## config.mk

```make
export PLATFORM = sky130hd
export DESIGN_NAME = teclado_captura
export DESIGN_NICKNAME = d
export VERILOG_FILES = /design/src/rtl/teclado_captura.sv
export SDC_FILE = /design/constraint.sdc
export NUM_CORES = 1
export LEC_CHECK = 0
export ABC_AREA = 1
export CAP_MARGIN = 20
export CORE_ASPECT_RATIO = 1.2
export CORE_MARGIN = 10
export CORE_UTILIZATION = 48
export CTS_CLUSTER_DIAMETER = 40
export DETAILED_ROUTE_END_ITERATION = 10
export GPL_TIMING_DRIVEN = 0
export PLACE_DENSITY = 0.74
export SKIP_LAST_GASP = 1
export SLEW_MARGIN = 10
export SYNTH_ARGS = -nofsm -noshare
export SYNTH_HDL_FRONTEND = slang
export SYNTH_SLANG_ARGS = --single-unit
```

## constraint.sdc

```tcl
create_clock -name clk -period 1.4 [get_ports clk]
set_input_delay 0.35 -clock clk [delete_from_list [all_inputs] [get_ports clk]]
set_output_delay 0.35 -clock clk [all_outputs]
set_load 0.1 [all_outputs]
```

## src/rtl/teclado_captura.sv

```systemverilog
// Keypad consumer: debounces the scanner code, emits one action per press and builds a BCD operand.
// Optional macro TECLADO_RETROCESO_EN turns key 14 from clear into backspace.
module teclado_captura #(
    parameter int NDIG    = 4,
    parameter int DEB_CYC = 4
) (
    input  logic              clk,
    input  logic              rst,
    input  logic [3:0]        posicion,
    input  logic              opr,
    output logic [4*NDIG-1:0] operando,
    output logic [3:0]        num_dig,
    output logic [1:0]        op_code,
    output logic              op_stb,
    output logic              ent_stb,
    output logic              ovf
);

    localparam int             CW      = $clog2(DEB_CYC + 1);
    localparam logic [CW-1:0]  CNT_MAX = CW'(DEB_CYC);
    localparam logic [3:0]     NDIG_L  = 4'(NDIG);

    typedef enum logic [2:0] {IDLE, DEB_ON, PRESS, WAIT_REL, DEB_OFF} state_t;

    state_t            state, state_nxt;
    logic [CW-1:0]     cnt, cnt_nxt;
    logic [3:0]        k_reg, k_nxt;
    logic              do_dig, do_op, do_clr, do_ent;
    logic [4*NDIG-1:0] opd_push;

    // NOTE: sequential state uses non-blocking assignments so every register samples pre-edge values.
    always_ff @(posedge clk) begin
        if (rst) begin
            state <= IDLE;
            cnt   <= '0;
            k_reg <= '0;
        end else begin
            state <= state_nxt;
            cnt   <= cnt_nxt;
            k_reg <= k_nxt;
        end
    end

    // NOTE: defaults first in every combinational block so no path can infer a latch.
    always_comb begin
        state_nxt = state;
        cnt_nxt   = cnt;
        k_nxt     = k_reg;
        case (state)
            IDLE: if (opr) begin
                state_nxt = DEB_ON;
                k_nxt     = posicion;
                cnt_nxt   = CW'(1);
            end
            DEB_ON: begin
                if (!opr) begin
                    state_nxt = IDLE;
                end else if (posicion != k_reg) begin
                    k_nxt   = posicion;
                    cnt_nxt = CW'(1);
                end else if (cnt == CNT_MAX) begin
                    state_nxt = PRESS;
                end else begin
                    cnt_nxt = cnt + 1'b1;
                end
            end
            PRESS: state_nxt = WAIT_REL;
            WAIT_REL: if (!opr) begin
                state_nxt = DEB_OFF;
                cnt_nxt   = CW'(1);
            end
            DEB_OFF: begin
                if (opr) begin
                    state_nxt = WAIT_REL;
                end else if (cnt == CNT_MAX) begin
                    state_nxt = IDLE;
                end else begin
                    cnt_nxt = cnt + 1'b1;
                end
            end
            default: state_nxt = IDLE;
        endcase
    end

    always_comb begin
        do_dig = (state == PRESS) && (k_reg <= 4'd9);
        do_op  = (state == PRESS) && (k_reg >= 4'd10) && (k_reg <= 4'd13);
        do_clr = (state == PRESS) && (k_reg == 4'd14);
        do_ent = (state == PRESS) && (k_reg == 4'd15);
        opd_push      = operando << 4;
        opd_push[3:0] = k_reg;
    end

    always_ff @(posedge clk) begin
        if (rst) begin
            operando <= '0;
            num_dig  <= '0;
            op_code  <= '0;
            op_stb   <= 1'b0;
            ent_stb  <= 1'b0;
            ovf      <= 1'b0;
        end else begin
            op_stb  <= do_op;
            ent_stb <= do_ent;
            // Adding 2 mod 4 maps keys 10..13 onto operator codes 0..3.
            if (do_op)
                op_code <= k_reg[1:0] + 2'd2;
            if (do_dig) begin
                if (num_dig == NDIG_L) begin
                    ovf <= 1'b1;
                end else begin
                    operando <= opd_push;
                    num_dig  <= num_dig + 4'd1;
                end
            end
            if (do_clr) begin
`ifdef TECLADO_RETROCESO_EN
                if (num_dig != 4'd0) begin
                    operando <= operando >> 4;
                    num_dig  <= num_dig - 4'd1;
                    ovf      <= 1'b0;
                end
`else
                operando <= '0;
                num_dig  <= '0;
                ovf      <= 1'b0;
`endif
            end
        end
    end

endmodule

```

==> results of run 1 <==
==> final timing paths <==
kind / start / endpoint / depth (start not counted)
worst max-delay path: k_reg[1] / operando[7] / 7
worst min-delay path: rst / k_reg[3] / 2
worst max register to register: k_reg[1] / operando[7] / 7
worst min register to register: ovf / ovf / 2
==> worst max-delay path, delay by kind of cell, from the launching register on <==
family	cells	cell delay, ps
and+or+nand+nor	3	250
DFF	1	360
AOI/OAI and AO/OA	2	400
buffers and inverters	2	270
==> placed cells by master (no fill, tap or decap), drive strengths merged <==
cell type	Yosys	layout
nand2	78	78
a21oi	34	34
clkinv	0	1
nand3b	2	2
xor2	1	1
o21ai	5	5
dfxtp	35	35
nor4	1	1
nand3	18	18
inv	29	29
nand4	4	4
nor2b	1	1
o31ai	1	1
dlymetal6s2s	0	1
dlygate4sd2	0	4
nor3b	1	1
ha	4	4
nor2	18	18
clkbuf	1	13
buf	7	30
nor3	1	1
==> stage by stage <==
step,cells,util [%],hold slack (ps)
2_1_floorplan,241,-,478
3_3_place_gp,308,61.7,436
3_5_place_dp,308,61.7,441
4_1_cts,318,63.0,428
5_1_grt,319,66.4,453
6_report,319,66.4,439
==> timing repair <==
action	CTS	global route
gates resized for setup	149	45
pin swaps	1	7
buffers inserted	1	1
gates cloned	1	0
endpoints found under the setup margin	32	37
==> power groups by stage <==
stage	registers [mW]	logic [mW]	clock network (mW)
floorplan	1.38	0.989	0
global placement	1.26	1.38	0
detailed placement	1.26	1.39	0
CTS	1.24	1.40	0.896
global route	1.27	1.79	0.940
finish	1.26	1.60	0.876
==> cells in the mapped netlist <==
cell type	instances	area (µm²)
sky130_fd_sc_hd__nand3_1	17	85.1
sky130_fd_sc_hd__nor2_2	2	12.5
sky130_fd_sc_hd__inv_1	26	97.6
sky130_fd_sc_hd__clkbuf_1	1	3.75
sky130_fd_sc_hd__o31ai_2	1	12.5
sky130_fd_sc_hd__nor3_2	1	10.0
sky130_fd_sc_hd__nor2b_1	1	6.26
sky130_fd_sc_hd__nor2_1	15	56.3
sky130_fd_sc_hd__ha_1	4	50.1
sky130_fd_sc_hd__nor3b_2	1	12.5
sky130_fd_sc_hd__inv_4	1	6.26
sky130_fd_sc_hd__nand2_2	2	12.5
sky130_fd_sc_hd__nand3_4	1	17.5
sky130_fd_sc_hd__a21oi_2	2	17.5
sky130_fd_sc_hd__buf_4	2	15.0
sky130_fd_sc_hd__o21ai_1	1	5.00
sky130_fd_sc_hd__dfxtp_1	35	701
sky130_fd_sc_hd__nand4_1	4	25.0
sky130_fd_sc_hd__nand2_4	1	11.3
sky130_fd_sc_hd__o21ai_0	4	20.0
sky130_fd_sc_hd__nand2_1	75	282
sky130_fd_sc_hd__nor4_1	1	6.26
sky130_fd_sc_hd__inv_2	2	7.51
sky130_fd_sc_hd__nor2_4	1	11.3
sky130_fd_sc_hd__xor2_1	1	8.76
sky130_fd_sc_hd__buf_2	2	10.0
sky130_fd_sc_hd__buf_6	3	33.8
sky130_fd_sc_hd__nand3b_1	2	15.0
sky130_fd_sc_hd__a21oi_1	32	160
==> final cells by class <==
| class | count | area [µm²] | share of cell area [%] |
|---|---|---|---|
| Tap cell | 37 | 46.3 | 2.05 |
| Multi-Input combinational cell | 169 | 923 | 40.9 |
| Timing Repair Buffer | 33 | 259 | 11.5 |
| Sequential cell | 35 | 727 | 32.2 |
| Buffer | 8 | 71.3 | 3.16 |
| Clock buffer | 7 | 108 | 4.77 |
| Clock inverter | 1 | 5.00 | 0.222 |
| Inverter | 29 | 116 | 5.16 |
==> logic make-up (layout without fill, tap and decap cells) <==
kind of cell	count (synthesis)	count (layout)	synth area share, %
and+or+nand+nor	124	124	32.9
AOI/OAI and AO/OA	40	40	12.6
buffers and inverters	37	78	10.2
DFF	35	35	40.9
adders and majority gates	4	4	2.92
xor gates and xnor gates	1	1	0.512
==> metal layers <==
layer  wire length, µm  vias to the layer above  track usage, %
li1                  -                      855               -
met1              1710                      764            14.5
met2              2080                       43            22.5
met3               272                       11            4.55
met4               102                        0            6.55
met5                 0                        -               0
==> flow_summary.toml, run 1 <==
[logic_synthesis]
yosys.cell_types.count = 29
synthesis.area_per_instance_um2 = 7.10
syn_nets = 252
yosysSeqAreaShare_pct = 40.9
yosys_reg_bits = 35
synth_area_mm2 = 0.00171
ys_warn_count = 0
syn_inst = 241

[route]
route.final.wire_length_um = 4160
detail_route.wl_per_cell_um = 13.0
routed_via_density = 5.24
drt_iter0_markers = 128
detailedRoute.firstPassIterationCount = 4
drt_drc_violations_left = 0
total_number_of_vias = 1673
detail-route-antenna-nets = 0

[cts]
worstSkewPairLatency_ps = 290
clkSlewWorstSetupHoldPaths_ps = 70
clock_tree.htree_level_count = 2
clock_tree.root_cell = "sky130_fd_sc_hd__clkbuf_8"
cts_sinks = 35
tritoncts = "built"
cts_buffer_depth = 2
postCtsHoldBufs = 0
total_clock_buffers_created_by_cts = 5

[job]
drv_cap = 0

[cells_and_area]
net_count_final = 292
post_route_cells_drive_above_1_share_pct = 32.3
fillerInstances = 327
area_growth_pct = 31.8
insertedDiodeCount = 0
postLayoutCellArea_mm2 = 0.00226
largest_register_ffs = 16

[power]
powerDensity_mw_per_mm2 = 1650
p_leak_nw = 0.958
ir_worst_vdd_mv = 0.979
seqPwrFrac_pct = 33.7
internal_dissipation_mw = 2.21
power_mw = 3.73
share_clk_of_total_power_pct = 23.5
switching_component_of_the_power_mw = 1.53
pwr-share-comb_pct = 42.8
power_switching_share_pct = 40.9

[global_route]
grt_pass1_wl_um = 6870
globalRoute.totalOverflow = 0
largest_net_degree_at_the_start_of_global_routing = 12
globalRouteTotalUtil_pct = 13.4
antenna_found_initial = 0
via_count_of_the_first_global_routing_pass = 1606

[timing]
clock.fmax_mhz = 736
drv_slew = 0
min_period_over_period_pct = 97.0
period_needed_ps = 1360
max_slew_margin_pct = 67.8
fin_skew_ps = 3.09
grt_setup_unrepaired = "true"
timing_worst_slew_pin_value_ps = 487
hold_violations = 0
worst_slack_ps = 41.5
setup-violations-final = 0
fin_setup_tns_ps = 0

[critical_path]
signal_arrival_time_at_the_worst_endpoint_ps = 1580
setup.reg_to_reg.worst_slack_ps = 40
biggest_fanout_along_the_worst_timing_path = 10
cp-end-kind = "register"
timing.critical_path.required_ps = 1620
critical_path.cell_chain = "inv_1, a21oi_2, nor2_4, nand2_4, buf_4, nand2_1, a21oi_1"
crit_path_start_kind = "register"
timing.critical_path.slowest_cell_delay_ps = 360
worst_path_max_delay_cell = "sky130_fd_sc_hd__dfxtp_2"
critPathKind = "reg -> reg"

[floorplan]
die_w_um = 74.5
floorplan.die.height_um = 85.4
io_pins = 32
floorplan.initialDensity_pct = 50.4
core_area_mm2 = 0.00340
dieArea_mm2 = 0.00636
placementRows = 23

[place]
dpl_worst_slack_ps = -467
place_congestion = 0.873
hpwl_um = 2860
dpl_cell_area_mm2 = 0.00209
io_buffers = 30

[outcome]
run_status = "finished clean"

[min_path]
type_of_the_worst_min_delay_path = "in -> reg"
Note: power is estimated with default switching activity, not from simulation.
==> run 2, diff against run 1 <==
--- a/config.mk
+++ b/config.mk
@@ -8,7 +8,6 @@
 export ABC_AREA = 1
 export CAP_MARGIN = 20
 export CORE_ASPECT_RATIO = 1.2
-export CORE_MARGIN = 10
 export CORE_UTILIZATION = 48
 export CTS_CLUSTER_DIAMETER = 40
 export DETAILED_ROUTE_END_ITERATION = 10
==> run 2 against run 1 <==
Combinational power fell by 8%. Final cell count unchanged. First-iteration DRC count shrank 62%. Clock skew is 3.6 ps higher. Global-route usage grew 7.8 points. Sequential power is essentially flat. Largest cell class unchanged. Via count shrank 3.5%. Highest routed layer unchanged.
==> flow_summary.toml, run 2 (synthesis results as in run 1) <==
[critical_path]
timing.critical_path.required_ps = 1050
signal_arrival_time_at_the_worst_endpoint_ps = 1020
worst_path_max_delay_cell = "sky130_fd_sc_hd__dfxtp_2"
cp-end-kind = "output port"
worst_r2r_startpoint = "state[1]"
critical_path.startpoint = "num_dig[2]"
critPathKind = "reg -> out"
crit_buf_inv = 1
critical_path.cell_chain = "clkbuf_4"
timing.critical_path.slowest_cell_delay_ps = 380
biggest_fanout_along_the_worst_timing_path = 5
path_delay_family = "flip-flops"
crit_path_start_kind = "register"

[route]
detail-route-antenna-nets = 0
drt_drc_violations_left = 0
drt_iter0_markers = 49
routed_via_density = 5.06
detail_route.wl_per_cell_um = 11.6
detailedRoute.firstPassIterationCount = 4
total_number_of_vias = 1614
route.final.wire_length_um = 3700

[global_route]
globalRouteTotalUtil_pct = 21.2
globalRoute.totalOverflow = 0
via_count_of_the_first_global_routing_pass = 1443
antenna_found_initial = 0
largest_net_degree_at_the_start_of_global_routing = 13
grt_pass1_wl_um = 6040

[min_path]
type_of_the_worst_min_delay_path = "in -> reg"
min-delay-start = "rst"

[floorplan]
dieArea_mm2 = 0.00381
placementRows = 23
die_w_um = 56.5
io_pins = 32
floorplan.die.height_um = 67.4
core_area_mm2 = 0.00337
floorplan.initialDensity_pct = 50.8

[timing]
final.hold.worst_slack_ps = 408
period_needed_ps = 1370
hold_violations = 0
timing_worst_slew_pin_value_ps = 483
min_period_over_period_pct = 97.6
clock.fmax_mhz = 732
grt_setup_unrepaired = "true"
worst_slack_ps = 33.9
fin_skew_ps = 6.71
max_slew_margin_pct = 68.0
setup-violations-final = 0
drv_slew = 0

[cells_and_area]
commonest_cells_after_routing_fill_and_taps_aside = "sky130_fd_sc_hd__nand2_1, sky130_fd_sc_hd__a21oi_1, sky130_fd_sc_hd__dfxtp_1"
multi_input_area_um2 = 880
insertedDiodeCount = 0
net_count_final = 292
final_common_cell = "sky130_fd_sc_hd__nand2_1"
finalCoreUtilization_pct = 64.5
largest_register_ffs = 16
area_growth_pct = 26.9
total_area_of_sequential_cells_um2 = 726
fillerInstances = 336
post_route_cells_drive_above_1_share_pct = 28.7

[cts]
clock_tree.htree_level_count = 2
total_clock_buffers_created_by_cts = 5
clkSlewWorstSetupHoldPaths_ps = 80
worstSkewPairLatency_ps = 290
cts_sinks = 35
postCtsHoldBufs = 0
cts_buffer_depth = 2
clock_tree.root_cell = "sky130_fd_sc_hd__clkbuf_8"
tritoncts = "built"

[power]
powerDensity_mw_per_mm2 = 1590
power_mw = 3.46
ir_worst_vdd_mv = 1.09
p_leak_nw = 0.938

[place]
dpl_worst_slack_ps = -447
hpwl_um = 2620
place_congestion = 0.842
io_buffers = 30

[job]
drv_cap = 0

[outcome]
run_status = "finished clean"
[run 2: cell count changes in the layout (fill, tap and decap cells not counted), sizes merged]
cell	change
clkbuf	-4
buf	+2
clkinvlp	+1
inv	+1
[run 2: what timing repair did]
item	in CTS	in global routing
resized for setup	151	23
setup buffers	1	1
pin swaps	1	4
setup endpoints to repair	32	36
hold endpoints to repair	0	0
gates cloned	0	1
[run 2: worst paths after layout]
check / slack, ps / end / cells past startpoint
hold reg to reg: 450 / op_code[1] / 2
hold / removal: 410 / op_stb / 2
setup / recovery: 30 / num_dig[2] / 1
setup reg to reg: 80 / state[1] / 8
[run 2: metal layers]
layer	wire length, µm	share of wire, %	track usage [%]
met1	1570	42	22.0
met2	1880	51	39.4
met3	170	4.6	4.60
met4	88	2.4	12.2
met5	0	0	0
[run 2: layout make-up]
| type | count | share of cell area, % |
|---|---|---|
| multi-input cells | 169 | 40.5 |
| flip-flops and latches | 35 | 33.4 |
| repair buffers | 33 | 11.5 |
| inverters | 29 | 5.36 |
| clock buffers | 5 | 3.17 |
| plain buffers | 8 | 3.05 |
| well taps | 37 | 2.13 |
| clock inverters | 3 | 0.864 |
[run 2: per-stage QoR]
step	instances	area, µm²	TNS (ps)
after detailed placement	308	2090	-16160
final	319	2170	0
after floorplan	241	1750	0
after CTS	317	2110	-70.4
after global placement	308	2090	-16160
after global routing	319	2170	-52.7
[run 2: where the power goes]
group | switching, mW | internal, mW
Sequential | 0.130 | 1.13
Combinational | 0.946 | 0.527
Clock | 0.387 | 0.347
Total | 1.46 | 2.00
==> variant 1, RTL diff (config.mk and constraints of run 1) <==
`DEB_CYC`: 4 -> 8.
--- a/src/rtl/teclado_captura.sv
+++ b/src/rtl/teclado_captura.sv
@@ -4,3 +4,3 @@
     parameter int NDIG    = 4,
-    parameter int DEB_CYC = 4
+    parameter int DEB_CYC = 8
 ) (
Formal check against the unedited RTL: not equivalent (a bounded check fails within 10 cycles, from zero or initial values and one cycle with rst high).
==> variant 1 against run 1 <==
  * The flow now finishes with violations (negative setup slack)
  * Sequential share of layout area shrank 1.4 points
  * Worst setup slack lost 0.097 ns
  * Area after synthesis grew 6.7%
  * Design area grew 7.9%
  * Sequential cell count grew 1
  * Routed wire length grew 2.7%
  * Power grew 5.6%
  * Largest power group unchanged
  * Sequential power grew 9.5%
==> variant 1: results (changes against run 1) <==
* Vias per Instance at 4.94 (-5.8%)
* Count of input and output buffers at 31 (+3.3%)
* Top cells by area, synth: dfxtp_1, nand2_1, inv_1, a21oi_1, a21oi_2
* Met1 Use GR at 0.122 (-0.0236)
* Non-clk bufs at 45 (+9.8%)
* R2r startpoint: state[2]$_SDFFE_PP0P_
* CP Launch Point: num_dig[0]$_SDFFE_PP0P_
* Failing checks: negative setup slack
* Met3 Use GR at 0.0410 (-0.00447)
* Top post-synthesis cells by count: nand2_1, dfxtp_1, inv_1, a21oi_1, nand3_1
* Layout cell share with drive strength beyond 1 at 0.352 (+0.0288)
* DR WL/cell at 12.4 um (-5.1%)
* Setup crit end: num_dig[0]
* Final setup viols at 1 (+1)
* Hold endpoint: ovf$_SDFFE_PP0P_
* Clock skew at 0.00462 ns (+0.00154 ns)
* First-pass GRT wire length at 7.00 mm (+2.0%)
* Hold WS at 0.444 ns (+0.00517 ns)
* Seq/Total Area, Yosys at 0.395 (-0.0148)
* Startpoint of the worst hold path: ovf$_SDFFE_PP0P_
* Critical R2R Capture: operando[9]$_SDFFE_PP0P_
* Met3 WL at 262 um (-3.7%)
* Status: finished with violations
* Worst Slack Setup Final at -0.0558 ns (-0.0973 ns)
* Switching pwr at 1.76 mW (+16%)
* Syn Nets at 259 (+2.8%)
* Routability cong. at 0.831 (-4.8%)
* Pin count of the biggest net entering global routing at 13 (+1)
## variant 1: changes by cell type in the layout (fill, tap and decap cells not counted), sizes merged, moves of 2 or more
cell	delta
buf	+6
a21oi	-5
clkbuf	-5
nor3	+4
a31oi	+3
clkinv	+2
dlygate4sd2	-2
dlymetal6s2s	+2
nand2	+2
nand3	-2
o21ai	+2
## variant 1: power groups by stage
stage	registers [mW]	logic [mW]	clock network, mW
after floorplan	1.54	1.10	0
final	1.38	1.83	0.733
after global placement	1.35	1.58	0
after global routing	1.40	2.05	0.793
after detailed placement	1.35	1.60	0
after CTS	1.35	1.69	0.754
## variant 1: cell families (layout without fill, tap and decap cells)
group | Yosys count | count (layout) | synth area share
buf+inv | 38 | 83 | 0.107
fa+ha+maj | 4 | 4 | 0.0274
xor+xnor | 2 | 2 | 0.00959
simple gates | 127 | 127 | 0.316
compound gates | 41 | 41 | 0.145
flops | 36 | 36 | 0.395
==> variant 2, RTL diff (settings of run 1) <==
Without the edit above. Register the output `ent_stb` once more; this adds one clock of latency there. The other outputs are not delayed to match.
--- a/src/rtl/teclado_captura.sv
+++ b/src/rtl/teclado_captura.sv
@@ -23,2 +23,4 @@
     typedef enum logic [2:0] {IDLE, DEB_ON, PRESS, WAIT_REL, DEB_OFF} state_t;
+
+    logic ent_stb_s0;
 
@@ -99,3 +101,3 @@
             op_stb   <= 1'b0;
-            ent_stb  <= 1'b0;
+            ent_stb_s0 <= 1'b0;
             ovf      <= 1'b0;
@@ -103,3 +105,3 @@
             op_stb  <= do_op;
-            ent_stb <= do_ent;
+            ent_stb_s0 <= do_ent;
             // Adding 2 mod 4 maps keys 10..13 onto operator codes 0..3.
@@ -131,2 +133,6 @@
 
+    always_ff @(posedge clk) begin
+        ent_stb <= ent_stb_s0;
+    end
+
 endmodule
Behaviour: not the same (a bounded check fails within 10 cycles, from zero or initial values and one cycle with rst high).
==> variant 2 against run 1 <==
  * Power shrank 4.6%
  * Area after synthesis up 1.2%
  * Sequential cell count up 1
  * Design area shrank 1.3%
  * Via count down 4.1%
  * Critical path depth is 6 lower
  * Register-to-register slack gained 0.03 ns
  * Routed wire length shrank 6.4%
  * Worst setup slack improved by 0.0027 ns
  * Clock power down 13%
  * Final cell count increased by 0.63%
  * Critical endpoint is now op_stb
==> variant 2: results (changes against run 1) <==
* Final Non-Filler Cells at 321 (+0.63%)
* CP Launch Point: op_stb$_SDFF_PP0_
* Detailed-route via count at 1604 (-4.1%)
* Setup crit end: op_stb
* Routed met1 length at 1.65 mm (-3.4%)
* Met3 Use GR at 0.0461 (+0.000682)
* Clock buffers at 6 (-1)
* R2r startpoint: state[2]$_SDFFE_PP0P_
* Synthesis-stage register bit count at 36 (+2.9%)
* Static leakage at 0.958 nW (about the same)
* Met1 Use GR at 0.137 (-0.00837)
* Status: complete, no violations
* Hold endpoint: ent_stb$_DFF_P_
* Nets@finish at 294 (+0.68%)
* R2R Setup Slk at 0.07 ns (+0.03 ns)
* ClkCell Share at 0.0416 (-0.00832)
* GR Util All Layers at 0.131 (-0.00347)
* Vias in the first global route at 1517 (-5.5%)
* Slowest cell on crit path: buf_2
* Multi-input gate share of the layout cell area at 0.400 (-0.00909)
* Post-CTS setup buffer count at 0 (-1)
* Worst path top cell family by delay: buffers and inverters
* CP max FO at 1 (-9)
* Critical R2R Capture: num_dig[2]$_SDFFE_PP0P_
* Post-DP HPWL at 2.84 mm (-0.73%)
* Seq/Total Area, Yosys at 0.416 (+0.00683)
* Routability cong. at 0.837 (-4.1%)
* Worst Path Arrival at 1.01 ns (-0.57 ns)
* Syn Std Cell Area at 1730 um^2 (+1.2%)
* Worst Slack Setup Final at 0.0443 ns (+0.00275 ns)
* Met2 WL at 1.91 mm (-8.0%)
* Slew headroom at 0.676 (-0.00196)
* Clock skew at 0.00247 ns (-0.000611 ns)
* Sequential cell area at 748 um^2 (+2.9%)
* Synthesized area per cell at 7.16 um^2 (+0.75%)
* Met3 WL at 242 um (-11%)
* Total wire length at 3.89 mm (-6.4%)
* Top post-synthesis cells by count: nand2_1, dfxtp_1, a21oi_1, inv_1, nand3_1
* Switching pwr at 1.45 mW (-4.9%)
* Worst-case vdd ir drop at 0.000899 V (-8.1%)
* First-pass GRT wire length at 6.69 mm (-2.6%)
* CP max stage delay at 0.41 ns (+0.05 ns)
* Dpl ws at -0.474 ns (-0.00705 ns)
* Initial DRC count at 85 (-34%)
* # fillers at 322 (-1.5%)
variant 2: power groups by stage:
stage,logic [mW],registers [mW],clock network (mW)
detailed placement,1.39,1.29,0
global placement,1.37,1.28,0
floorplan,0.989,1.41,0
CTS,1.39,1.26,0.789
finish,1.52,1.28,0.760
global route,1.70,1.30,0.834
variant 2: logic make-up after synthesis:
kind of cell               Yosys count  share of synthesized area
AOI/OAI and AO/OA                   40                      0.124
xor gates and xnor gates             1                    0.00506
adders and majority gates            4                     0.0289
buffers and inverters               37                      0.100
DFF                                 36                      0.416
and+or+nand+nor                    124                      0.325
variant 2: through the flow:
stage | power, mW | hold WS, ns
floorplan | 2.40 | 0.310
global placement | 2.66 | 0.310
detailed placement | 2.67 | 0.331
CTS | 3.44 | 0.351
global route | 3.84 | 0.352
finish | 3.56 | 0.344
variant 2: worst register-to-register path: cells and delay by family, from the launching register on:
| kind | cells | cell delay [ns] |
|---|---|---|
| buf+inv | 2 | 0.26 |
| flops | 1 | 0.36 |
| simple gates | 5 | 0.59 |
